### src/rtl/exibidor_paridade_multiplexado_pkg.sv
`default_nettype none
// +--------------------------------------------------------------------+
// | exibidor_paridade_multiplexado_pkg                                 |
// | Segment glyph constants and display-buffer entry layout.           |
// | Rev 1.0                                                            |
// +--------------------------------------------------------------------+
package exibidor_paridade_multiplexado_pkg;

  localparam logic [6:0] GLIFO_BLANK    = 7'h00;
  localparam logic [6:0] GLIFO_ERRO     = 7'h49;
  localparam logic [6:0] GLIFO_INVALIDO = 7'h08;

  // Entry 15 sits in the most significant slot, entry 0 in the least.
  localparam logic [15:0][6:0] TABELA_HEX = {
    7'h71, 7'h79, 7'h5E, 7'h39, 7'h7C, 7'h77, 7'h6F, 7'h7F,
    7'h07, 7'h7D, 7'h6D, 7'h66, 7'h4F, 7'h5B, 7'h06, 7'h3F
  };

  // Entry layout {used, err, code}: flag bit positions are offsets above DATA_W.
  localparam int ENT_FLAGS_W  = 2;
  localparam int ENT_USED_OFS = 1;
  localparam int ENT_ERR_OFS  = 0;

endpackage
`default_nettype wire

### src/rtl/exibidor_paridade_multiplexado_mapeamento_glifo.sv
`default_nettype none
// +--------------------------------------------------------------------+
// | mapeamento_glifo                                                   |
// | Combinational entry-to-7-segment glyph mapping.                    |
// | Rev 1.0                                                            |
// +--------------------------------------------------------------------+
module mapeamento_glifo
  import exibidor_paridade_multiplexado_pkg::*;
#(
  parameter int DATA_W = 5
) (
  input  logic              used,
  input  logic              err,
  input  logic [DATA_W-1:0] code,
  output logic [6:0]        seg
);

  // Zero-extend so the hex-range test also works for DATA_W < 4.
  logic [DATA_W+3:0] w_code_ext;
  assign w_code_ext = {4'b0000, code};

  always_comb begin
    seg = GLIFO_BLANK;
    if (!used) begin
      seg = GLIFO_BLANK;
    end else if (err) begin
      seg = GLIFO_ERRO;
    end else if (~|w_code_ext[DATA_W+3:4]) begin
      seg = TABELA_HEX[w_code_ext[3:0]];
    end else begin
      seg = GLIFO_INVALIDO;
    end
  end

endmodule
`default_nettype wire

### src/rtl/exibidor_paridade_multiplexado.sv
`default_nettype none
// +--------------------------------------------------------------------+
// | exibidor_paridade_multiplexado                                     |
// | Parity-checked character buffer on a multiplexed 7-segment display.|
// | Rev 1.0                                                            |
// +--------------------------------------------------------------------+
module exibidor_paridade_multiplexado
  import exibidor_paridade_multiplexado_pkg::*;
#(
  parameter int DATA_W     = 5,
  parameter int DIGITS     = 4,
  parameter int SCAN_DIV   = 1000,
  parameter int ODD_PARITY = 0,
  parameter int ERR_CNT_W  = 8
) (
  input  logic                 clk,
  input  logic                 rst,
  input  logic                 in_valid,
  output logic                 in_ready,
  input  logic [DATA_W:0]      in_data,
  input  logic                 hold,
  input  logic                 clear,
  output logic [6:0]           seg,
  output logic [DIGITS-1:0]    an,
  output logic [ERR_CNT_W-1:0] err_count,
  output logic                 err_flag
);

  localparam int ENT_W    = DATA_W + ENT_FLAGS_W;
  localparam int USED_BIT = DATA_W + ENT_USED_OFS;
  localparam int ERR_BIT  = DATA_W + ENT_ERR_OFS;
  localparam int PRESC_W  = (SCAN_DIV > 1) ? $clog2(SCAN_DIV) : 1;
  localparam int IDX_W    = (DIGITS > 1) ? $clog2(DIGITS) : 1;

  logic [ENT_W-1:0]     buf_q [DIGITS];
  logic [ENT_W-1:0]     buf_d [DIGITS];
  logic                 in_ready_q;
  logic [PRESC_W-1:0]   presc_q, presc_d;
  logic [IDX_W-1:0]     idx_q, idx_d;
  logic [6:0]           seg_q, seg_d;
  logic [DIGITS-1:0]    an_q, an_d;
  logic [ERR_CNT_W-1:0] err_cnt_q, err_cnt_d;
  logic                 err_flag_q, err_flag_d;

  logic w_xfer;
  logic w_err;
  logic w_wrap;

  // clear takes priority: a handshake in the same cycle is discarded.
  assign w_xfer = in_valid & in_ready_q & ~clear;
  assign w_err  = (^in_data) != (ODD_PARITY != 0);

  always_comb begin
    for (int i = 0; i < DIGITS; i++) buf_d[i] = buf_q[i];
    if (clear) begin
      for (int i = 0; i < DIGITS; i++) buf_d[i] = '0;
    end else if (w_xfer) begin
      for (int i = 1; i < DIGITS; i++) buf_d[i] = buf_q[i-1];
      buf_d[0] = {1'b1, w_err, in_data[DATA_W:1]};
    end
  end

  always_comb begin
    err_cnt_d  = err_cnt_q;
    err_flag_d = w_xfer & w_err;
    if (clear) begin
      err_cnt_d = '0;
    end else if (w_xfer && w_err && (err_cnt_q != '1)) begin
      err_cnt_d = err_cnt_q + ERR_CNT_W'(1);
    end
  end

  assign w_wrap  = (presc_q == PRESC_W'(SCAN_DIV - 1));
  assign presc_d = w_wrap ? '0 : presc_q + PRESC_W'(1);

  generate
    if (DIGITS == 1) begin : g_idx_single
      assign idx_d = '0;
    end else begin : g_idx_multi
      assign idx_d = !w_wrap ? idx_q :
                     (idx_q == IDX_W'(DIGITS - 1)) ? '0 : idx_q + IDX_W'(1);
    end
  endgenerate

  mapeamento_glifo #(
    .DATA_W (DATA_W)
  ) u_glifo (
    .used (buf_q[idx_q][USED_BIT]),
    .err  (buf_q[idx_q][ERR_BIT]),
    .code (buf_q[idx_q][DATA_W-1:0]),
    .seg  (seg_d)
  );

  assign an_d = DIGITS'(1) << idx_q;

  always_ff @(posedge clk or posedge rst) begin
    if (rst) begin
      for (int i = 0; i < DIGITS; i++) buf_q[i] <= '0;
      in_ready_q <= 1'b0;
      presc_q    <= '0;
      idx_q      <= '0;
      seg_q      <= GLIFO_BLANK;
      an_q       <= DIGITS'(1);
      err_cnt_q  <= '0;
      err_flag_q <= 1'b0;
    end else begin
      for (int i = 0; i < DIGITS; i++) buf_q[i] <= buf_d[i];
      in_ready_q <= ~hold & ~clear;
      presc_q    <= presc_d;
      idx_q      <= idx_d;
      seg_q      <= seg_d;
      an_q       <= an_d;
      err_cnt_q  <= err_cnt_d;
      err_flag_q <= err_flag_d;
    end
  end

  assign in_ready  = in_ready_q;
  assign seg       = seg_q;
  assign an        = an_q;
  assign err_count = err_cnt_q;
  assign err_flag  = err_flag_q;

endmodule
`default_nettype wire

### config.mk
export PLATFORM = sky130hd
export DESIGN_NAME = exibidor_paridade_multiplexado
export DESIGN_NICKNAME = d
export VERILOG_FILES = /design/src/rtl/exibidor_paridade_multiplexado_pkg.sv /design/src/rtl/exibidor_paridade_multiplexado_mapeamento_glifo.sv /design/src/rtl/exibidor_paridade_multiplexado.sv
export SDC_FILE = /design/constraint.sdc
export NUM_CORES = 1
export LEC_CHECK = 0
export ABC_AREA = 1
export CAP_MARGIN = 25
export CORE_ASPECT_RATIO = 1.5
export CORE_MARGIN = 2
export CORE_UTILIZATION = 42
export DETAILED_ROUTE_END_ITERATION = 8
export PLACE_DENSITY = 0.66
export SETUP_SLACK_MARGIN = 0.5
export SLEW_MARGIN = 20
export SYNTH_ARGS = -nofsm -noshare
export SYNTH_HDL_FRONTEND = slang
export SYNTH_SLANG_ARGS = --single-unit
### constraint.sdc
create_clock -name clk -period 4.1 [get_ports clk]
set_clock_uncertainty 0.1 [all_clocks]
set_input_delay 1.025 -clock clk [delete_from_list [all_inputs] [get_ports clk]]
set_output_delay 1.025 -clock clk [all_outputs]
set_load 0.005 [all_outputs]
==> out/qor.yml <==
synth:
  synthAdderAreaFrac_pct: 4.785
  async_flop_share_pct: 100.0
  syn_area_um2: 3138
  synth_compound_area_share_pct: 9.649
  synth_seq_cells: 61
  synth_top_family_by_area: "simple AND/OR/NAND/NOR gates"
  synth-xor-area-share_pct: 1.954
  synth-simple-area-share_pct: 26.20
  ys_warn_count: 0
  synthMuxAreaShare_pct: 0.4386
  avgSynthCellArea_um2: 8.413
  synthesis.nets: 396
  netlist_instances: 373
  ys_types: 35
  synth-edff-count: 0
  ys_seq_area_share_pct: 48.68
  synth_ff_type: "dfrtp_1"
power_and_ir_drop:
  p_per_area_nw_per_um2: 356.4
  leakage_nw: 1.858
  peakVddDrop_mv: 0.2228
sta:
  min_period_ps: 2626
  tightest_slew_ps: 839.0
  slew_headroom_pct: 44.07
  rsz0062_at_grt: "false"
  finalCritPeriodShare_pct: 64.05
  fmax_mhz: 380.8
  hold_violations: 0
  finalMaxSlewViolations: 0
  fin_tns_setup_ps: 0
  setup_viol: 0
placed_design:
  routabilityCongestion: 0.8149
  dpl.hpwl_um: 4578
  dp.cells: 498
  portBuffers: 31
drt:
  drt_iter0_drc: 109
  vias: 2540
  ant_nets: 0
  routed_wl_um: 6344
  drc: 0
  post_drt_wl_per_cell_um: 12.32
  dr.pass1.iters: 4
  vias_per_cell: 4.932
floorplanning:
  ios: 32
  fp.dieW_um: 74.58
  row_count: 38
  dieArea_um2: 8193
  core_um2: 7227
  initial_utilization_pct: 43.42
  die_h_um: 109.9
clock_network:
  cts_tree: "yes"
  cts.sinks: 61
  h-tree-depth: 3
  path_clk_slew_ps: 70
  root_buffer: "clkbuf_8"
  cts_buffer_depth: 2
  cts_buffers: 9
  clock_latency_ps: 340
  holdBufCountCts: 0
  cts.repair.resized: 0
  postCtsSetupBuffers: 0
global_routing:
  grt_use_met3_pct: 6.049
  grt_pass1_wl_um: 11150
  grt_overflow_total: 0
  grt_max_degree: 45
  track_usage_pct: 17.96
  grtUsageMet1_pct: 18.82
  top_usage_layer: "met2"
  antenna_found_initial: 0
  grt_pass1_vias: 2576
  grtUsageMet2_pct: 31.04
cells_and_area:
  final_cells: 515
  final_cell_mix: "nand2_1 (91), dfrtp_1 (60), inv_1 (51)"
  final_common_cell: "nand2_1"
  multi_input_area_um2: 1350
  area_growth_pct: 19.62
  diodes: 0
  filler_cell_count: 703
  nNetsFinal: 433
  layout-drive-gt1-share_pct: 10.12
  regArea_um2: 1528
setup_path:
  cp-end-kind: "flip-flop"
  cpLargestDelayFamily: "buffers and inverters"
  startpoint_type: "primary input"
  ff2ff_setup_slack_ps: 1580
  cp_cell_sequence: "clkdlybuf4s50_1, a21oi_2, nor2_2, inv_1, o21ai_0"
  crit_path_max_fanout: 25
  max_stage_delay_ps: 550
  slowest_stage: "inv_1"
  cp.depth: 5
  path_buf_inv: 2
  crit_type: "primary input to flip-flop"
  reg2reg_depth: 12
  worstPathArrival_ps: 2720
  worst_ep_required_time_ps: 4190
flow_run:
  maxCapViolations: 0
worst_hold_path:
  hold_path.class: "flip-flop to flip-flop"
  hold_depth: 2
outcome:
  outcome: "completed"
[worst register-to-register path, cell delays in order, from the launching register on]
cell,delay (ps)
dfrtp_1,890
inv_2,260
nand2_1,120
nand3_1,60
and2_1,220
inv_1,140
ha_1,240
inv_1,80
o21ai_1,90
nand2_1,60
nand3_1,60
nand2_1,60
inv_1,30
[final cells by class]
class	count	share of cell area (%)
sequential	61	40.70
timing repair buffer	33	9.000
multi-input combinational	248	35.97
inverter	57	5.767
tap	100	3.333
clock buffer	13	4.767
clock inverter	3	0.4667
[Yosys cell counts, drive strengths merged (3+ instances only)]
cell type | number | share of area, %
nand3 | 39 | 6.7
nor2 | 22 | 3.0
a21oi | 13 | 2.2
inv | 56 | 6.8
nor3 | 9 | 1.9
nand4 | 3 | 1.1
nand3b | 6 | 1.4
xor2 | 6 | 1.7
o22ai | 19 | 3.8
buf | 5 | 1.2
ha | 12 | 4.8
dfrtp | 60 | 48
nand2 | 95 | 12
o21ai | 20 | 3.4
[final timing paths]
check	from	endpoint
setup / recovery	clear	buf_q[27]
hold / removal	buf_q[6]	buf_q[6]
setup reg to reg	idx_q[0]	seg[3]
hold reg to reg	buf_q[6]	buf_q[6]
max in group asynchronous	rst	seg[5]
min in group asynchronous	rst	buf_q[22]
[flip-flops by register name (all words and copies together) (netlist names)]
signal / cells
an: 4
buf_q: 28
err_count: 8
err_flag: 1
idx_q: 2
in_ready: 1
presc_q: 10
seg: 7
[cells by family (layout without fill, tap and decap cells)]
group | count (synthesis) | in the layout
adder cells (fa/ha/maj) | 12 | 12
multiplexers | 1 | 1
AO/OA/AOI/OAI | 53 | 53
flip-flops | 61 | 61
AND/OR/NAND/NOR | 175 | 175
XOR/XNOR | 7 | 7
buffers and inverters | 64 | 106
[metal layers]
layer | vias to the layer above | wire [um]
met4 | 0 | 201
met3 | 19 | 257
li1 | 1275 | -
met2 | 47 | 3236
met1 | 1199 | 2649
met5 | - | 0
[where the power goes]
part           switching (mW)  total [mW]  internal (mW)
clock                   0.230       0.513          0.283
combinational           0.108       0.181         0.0730
sequential             0.0117       0.644          0.632
total                   0.350        1.34          0.988
[metrics by stage]
stage	power (mW)	hold slack (ps)	worst slack, ps	utilization (%)	cell area [um2]
2_1_floorplan	0.7684	353.3	1464	-	3138
3_3_place_gp	0.8307	373.1	1154	48.94	3537
3_5_place_dp	0.8350	374.2	1093	48.94	3537
4_1_cts	1.355	391.2	1462	51.66	3734
5_1_grt	1.411	428.2	1303	51.94	3754
6_report	1.338	391.3	1474	51.94	3754
No activity file was read; power rests on OpenSTA's default activity.
